[src/rtl/commit_writeback_queue.sv]
// In-order retire buffer: entries are allocated in program order, completed out of order by tag,
// and drained in order onto a registered regfile write port.
module commit_writeback_queue #(
   parameter int WIDTH = 32,
   parameter int DEPTH = 8,
   parameter int TAG_W = 3
) (
   input  logic               clk,
   input  logic               rst,
   input  logic               alloc_valid,
   input  logic [4:0]         alloc_rd,
   output logic               alloc_ready,
   output logic [TAG_W-1:0]   alloc_tag,
   input  logic               cpl_valid,
   input  logic [TAG_W-1:0]   cpl_tag,
   input  logic [WIDTH-1:0]   cpl_data,
   input  logic               flush,
   output logic               w_en,
   output logic [4:0]         rd_addr,
   output logic [WIDTH-1:0]   w_data,
   output logic               empty,
   output logic [TAG_W:0]     count
);

   localparam logic [TAG_W:0] FULL_COUNT = (TAG_W+1)'(DEPTH);

   logic [DEPTH-1:0]   busy;
   logic [DEPTH-1:0]   done;
   logic [4:0]         rd_mem   [DEPTH];
   logic [WIDTH-1:0]   data_mem [DEPTH];
   logic [TAG_W-1:0]   head;
   logic [TAG_W-1:0]   tail;
   logic [TAG_W:0]     count_q;

   logic alloc_fire;
   logic cpl_fire;
   logic commit_fire;

   // Handshake: an allocation transfers on a cycle where alloc_valid and alloc_ready are both
   // high; alloc_ready/alloc_tag depend only on registered state, so a same-cycle commit never
   // frees a slot for that cycle's allocation. Completions have no back-pressure.
   assign alloc_ready = (count_q != FULL_COUNT);
   assign alloc_tag   = tail;
   assign alloc_fire  = alloc_valid & alloc_ready;
   assign cpl_fire    = cpl_valid & busy[cpl_tag];
   assign commit_fire = busy[head] & done[head];
   assign empty       = (count_q == '0);
   assign count       = count_q;

   always_ff @(posedge clk) begin
      if (rst || flush) begin
         busy    <= '0;
         done    <= '0;
         head    <= '0;
         tail    <= '0;
         count_q <= '0;
      end else begin
         if (cpl_fire) begin
            done[cpl_tag] <= 1'b1;
         end
         if (commit_fire) begin
            busy[head] <= 1'b0;
            head       <= head + TAG_W'(1);
         end
         // The tail slot is never busy when allocation fires, so it cannot collide with cpl_fire.
         if (alloc_fire) begin
            busy[tail] <= 1'b1;
            done[tail] <= 1'b0;
            tail       <= tail + TAG_W'(1);
         end
         if (alloc_fire && !commit_fire) begin
            count_q <= count_q + (TAG_W+1)'(1);
         end else if (!alloc_fire && commit_fire) begin
            count_q <= count_q - (TAG_W+1)'(1);
         end
      end
   end

   // Payload storage needs no reset; busy/done qualify every read.
   always_ff @(posedge clk) begin
      if (!rst && !flush) begin
         if (cpl_fire) begin
            data_mem[cpl_tag] <= cpl_data;
         end
         if (alloc_fire) begin
            rd_mem[tail] <= alloc_rd;
         end
      end
   end

   always_ff @(posedge clk) begin
      if (rst) begin
         w_en    <= 1'b0;
         rd_addr <= '0;
         w_data  <= '0;
      end else if (flush) begin
         w_en <= 1'b0;
      end else if (commit_fire) begin
         // x0 retires like any other entry but never writes the regfile.
         w_en    <= (rd_mem[head] != 5'd0);
         rd_addr <= rd_mem[head];
         w_data  <= data_mem[head];
      end else begin
         w_en <= 1'b0;
      end
   end

endmodule
[config.mk]
export PLATFORM = sky130hd
export DESIGN_NAME = commit_writeback_queue
export DESIGN_NICKNAME = d
export VERILOG_FILES = /design/src/rtl/commit_writeback_queue.sv
export SDC_FILE = /design/constraint.sdc
export NUM_CORES = 1
export LEC_CHECK = 0
export CAP_MARGIN = 0
export CORE_MARGIN = 2
export CORE_UTILIZATION = 55
export CTS_BUF_LIST = sky130_fd_sc_hd__clkbuf_8 sky130_fd_sc_hd__clkbuf_16
export CTS_CLUSTER_DIAMETER = 200
export DETAILED_ROUTE_END_ITERATION = 10
export GPL_TIMING_DRIVEN = 1
export PLACE_DENSITY = 0.86
export SYNTH_ARGS = -nofsm -noshare
export SYNTH_HDL_FRONTEND = slang
export SYNTH_SLANG_ARGS = --single-unit
export TNS_END_PERCENT = 30
[constraint.sdc]
create_clock -name clk -period 5.5 [get_ports clk]
set_input_delay 1.1 -clock clk [delete_from_list [all_inputs] [get_ports clk]]
set_output_delay 1.1 -clock clk [all_outputs]
set_load 0.005 [all_outputs]
After elaboration in Yosys (flattened, before gate mapping)
Memories as Yosys holds them, arrays and structs flattened. A register that Yosys moved wholly into a read port is not among the register bits.
Cells that the tools add are included.
{ "op_classes": {"div_mod_pow": 0, "n_eq_ne": 1, "n_addsub": 4, "shifts": 0, "bitwise": 11, "multipliers": 0, "magnitude_cmp": 6, "muxes": 28, "reduce_logical": 16} }
{ "ops": {"columns": ["operator", "count"], "rows": [
  ["2-to-1 mux 8 bit", 6],
  ["bitwise AND 8 bit", 2],
  ["inverter 8 bit", 2],
  ["bitwise OR 8 bit", 2],
  ["< comparator 3 x 4 -> 1 bit (second input constant)", 3],
  ["2-to-1 mux 1 bit", 12],
  ["binary-select mux 1 bit (select 3 bit)", 3],
  ["demux 1 bit (select 3 bit)", 3],
  ["greater-or-equal comparator 3 x 1 -> 1 bit (second input constant)", 3],
  ["2-to-1 mux 4 bit", 2],
  ["adder 3 x 1 -> 3 bit (second input constant)", 2],
  ["logical AND 1 bit", 6],
  ["2-to-1 mux 3 bit", 2],
  ["nonzero test 5 bit", 1],
  ["adder 4 x 1 -> 4 bit (second input constant)", 1],
  ["logical NOT 1 bit", 4],
  ["logical NOT 4 bit", 1],
  ["inequality test 4 bit (second input constant)", 1],
  ["subtractor 4 x 1 -> 4 bit (second input constant)", 1],
  ["bitwise AND 1 bit", 3],
  ["OR reduction 3 bit", 1],
  ["inverter 1 bit", 2],
  ["AND reduction 2 bit", 1],
  ["nonzero test 2 bit", 1],
  ["logical OR 1 bit", 1]
]} }
{ "word_totals": {"n_memories": 2, "ram_bits": 296, "word_cells": 75, "in_bits": 45, "latch_bits": 0, "register_bits": 32, "output_inout_bits": 47, "rom_bits": 0} }
{ "mem_list": {"columns": ["memory", "words", "word_bits", "read_ports", "rd_clocked_by_memory_dff", "write_ports", "line_no", "rtl"], "rows": [
  ["data_mem", 8, 32, 1, 1, 1, "30", "logic [WIDTH-1:0] data_mem [DEPTH];"],
  ["rd_mem", 8, 5, 1, 1, 1, "29", "logic [4:0] rd_mem [DEPTH];"]
]} }

Logic depth before layout (Yosys ltp)
{ "depth": {"ltp_word": 10, "depth_mapped": 15, "mapped_depth_nobuf": 13} }

Least setup slack after synthesis
Ideal clock, no wire load.
{ "synth_timing": {"path_type": "input-to-reg", "start": "in cpl_tag[0]", "end": "mem data_mem[4][0], enable pin", "cell_stages": 6, "required_time_ns": 5.039, "setup_ns": 0.461, "slack_ns": 0.836, "arrival_time_ns": 4.203, "path_buffers": 1, "cell_sequence": "buf_2 > nor3b_1 > o21ai_0 > a21oi_1 > nand2_1 > nor3_1"} }
{ "synth_between": {"elab_chain_len": 6} }
{ "synth_lines": {"columns": ["element", "line_no", "rtl"], "rows": [
  ["start, declared", "15", "input logic [TAG_W-1:0] cpl_tag,"],
  ["binary-select mux 1 bit (select 3 bit)", "45", "assign cpl_fire = cpl_valid & busy[cpl_tag];"],
  ["2-to-1 mux 1 bit (implied by the code)", "45", null],
  ["bitwise AND 1 bit", "45", null],
  ["2-to-1 mux 1 bit", "82", "if (cpl_fire) begin"],
  ["2-to-1 mux 1 bit", "81", "if (!rst && !flush) begin"],
  ["2-to-1 mux 1 bit (implied by the code)", "83", "data_mem[cpl_tag] <= cpl_data;"],
  ["end, declared", "30", null]
]} }
Parallel ways exist; a longest one is shown, timed or not. The select of a mux whose other input is x is not followed.

Worst setup path after layout
{ "layout_timing": {"start": "in cpl_tag[1]", "end": "mem data_mem[7][18], enable pin"} }
Same word-level chain as after synthesis.

==> results.cfg <==
[layout]
drive_above_1_share = 0.181
mostFrequentLayoutCells = edfxtp_1 (296), clkdlybuf4s50_1 (91), mux4_2 (67)
syn2layout_area_growth_pct = 17.0
layout.nets = 907
diodes = 0
final_common_cell = edfxtp_1

[floorplan]
io_pins = 92
start_util = 0.561
rows = 58
coreArea_mm2 = 0.0252
die-area_mm2 = 0.0270
die_h_um = 164
die_w_um = 164

[route]
ant_nets = 0
vias_per_cell = 6.36
drc = 0
drt_iter0_markers = 742
wl_um = 30700
post_drt_wl_per_cell_um = 25.3
vias = 7719
firstDrtPassIters = 7

[worst_setup_path]
crit_type = in -> reg
worstSetupEndpointType = flip-flop
crit_required_ns = 5.70
reg2reg_setup_slack_ns = 2.42
r2r_start = head[1]
start_kind = input pin
cp.arrival_ns = 3.92
r2r-end = count[3]
reg2regPathDepth = 12
cp_max_fo = 20

[synthesis]
synth_top_family_by_area = multiplexers
yosysWarnings = 0
synthXorXnorAreaFrac = 0.00310
synth_area_mm2 = 0.0141
synth-async-reset-ratio = 0
avgSynthCellArea_um2 = 18.4
synth-main-ff-cell = edfxtp_1
synthMuxAreaShare = 0.149
syn_inst = 769
synth-seq-cells = 363
seq_area_frac_synth = 0.724
synth_top_area_share = 0.629
synth_cell_types = 53
synth-compound-area-share = 0.0614
synthSimpleGateAreaFrac = 0.0340
syn_nets = 820
synth_area_leader_cell = edfxtp_1
synth_area_leaders = edfxtp_1 (63%), mux4_2 (11%), dfxtp_1 (9.5%), mux2i_1 (2.4%), a311oi_1 (2.0%)
synth-edff-count = 296
synthAdderAreaFrac = 0.00584

[pwr]
power_density_mw_per_mm2 = 337
swShare = 0.196
netSwitchingPower_mw = 1.09
peakVddDrop_uv = 314
combPwrFrac = 0.023
p_leak_nw = 5.01
power.internal_mw = 4.48
power.total_mw = 5.58
p_seq_frac = 0.534
clockPowerShare = 0.444

[hold_path]
hp-class = reg -> reg
min_to = rd_addr[0]
hold_depth = 2
worstHoldStart = rd_addr[0]

[clocking]
cts_made_buffers = 36
cts_tree = built
cts_root_buf = clkbuf_16
cts_max_path_buffers = 3
cts_resized = 0
clock_latency_ns = 0.52
cts.sinks = 363
path_clk_slew_ns = 0.06
cts_hold_buf = 0
cts_setup_buffers = 0
cts.htree.levels = 2

[global_route]
grt_max_degree = 68
grtUsageTotal = 0.236
grt_pass1_wl_um = 47000
grt_overflow_total = 0
antenna_found_initial = 0
first_global_vias = 7912

[timing]
worstMarginPinSlew_ns = 1.20
setup_viol = 0
fin_crit_sh = 0.677
grt_setup_unrepaired = false
fmax_mhz = 269
tns_ns = 0
min_period_ns = 3.72
slew_headroom = 0.200
slew_violations = 0
hold_viol = 0
skew_ns = 0.0286

[placement]
io_buffers = 91
gp_congestion = 0.822
dp_hpwl_um = 17500

[flow_run]
maxCapViolCount = 0

[status]
status = completed
-- worst max-delay path, cell delays in order --
cell and delay (ns):
clkdlybuf4s50_1 0.75, mux2_2 0.24, a32oi_1 0.11, a21oi_1 0.32
nand2_1 0.30, nor2_4 0.72, buf_4 0.35
-- how the worst max path moves through the flow --
stage                          start         endpoint  slack, ns
after floorplan           cpl_tag[0]   data_mem[4][0]       0.84
after global placement    cpl_tag[1]  data_mem[7][18]       1.45
after detailed placement  cpl_tag[1]  data_mem[7][15]       1.30
after CTS                 cpl_tag[1]  data_mem[7][18]       1.80
after global routing      cpl_tag[1]  data_mem[7][18]       1.60
final                     cpl_tag[1]  data_mem[7][18]       1.78
-- metrics by stage --
step | utilization | instance area [um^2] | worst slack [ns] | hold slack, ns | std cells
floorplan | - | 14100 | 0.836 | 0.462 | 769
global placement | 0.609 | 15300 | 1.45 | 0.461 | 1148
detailed placement | 0.609 | 15300 | 1.30 | 0.463 | 1148
CTS | 0.657 | 16500 | 1.80 | 0.492 | 1213
global route | 0.657 | 16500 | 1.60 | 0.517 | 1213
finish | 0.657 | 16500 | 1.78 | 0.491 | 1213
-- area by class of cell --
cell class | count | area, um^2
Clock inverter | 27 | 277
Fill cell | 1608 | 8640
Sequential cell | 363 | 10200
Multi-Input combinational cell | 340 | 3640
Tap cell | 330 | 413
Inverter | 12 | 45.0
Clock buffer | 38 | 928
Timing Repair Buffer | 103 | 1000
-- power by group through the flow --
stage / clock network, mW / registers (mW) / logic, mW
after detailed placement: 0 / 3.03 / 0.124
after floorplan: 0 / 3.03 / 0.0434
after CTS: 2.51 / 2.97 / 0.125
final: 2.47 / 2.98 / 0.126
after global placement: 0 / 3.03 / 0.118
after global routing: 2.61 / 2.97 / 0.137
-- cell families (layout without fill, tap and decap cells) --
logic type,Yosys count,after routing
fa+ha+maj,6,6
mux,114,114
flops,363,363
compound gates,121,121
xor+xnor,5,5
buf+inv,66,180
simple gates,94,94
-- synth_stat cells, drive strengths merged (3+ instances only) --
library cell and count:
nand2b 6, nor2b 5, and3 3, nand2 21, clkbuf 23, mux4 74
nand3 7, o21ai 9, nor3 4, mux2i 34, dfxtp 67, a21oi 18
inv 12, edfxtp 296, mux2 6, a211oi 5, a31oi 38, ha 5
a221oi 5, a311oi 33, nor3b 4, nor2 31, xnor2 3, nor4 4
buf 31
-- flip-flops by register name, indices dropped and copies added, names as in the netlist, named ones only --
signal     flops
alloc_tag      3
busy           8
count          4
data_mem     256
done           8
head           3
rd_addr        5
rd_mem        40
w_data        32
w_en           1
-- metal layers --
layer	up-vias	GRT usage	wire [um]
met3	62	0.0374	2070
li1	3329	-	-
met5	-	0	0
met1	3977	0.307	11900
met4	0	0.0710	662
met2	351	0.412	16200
Power figures use the tool's default switching activity.
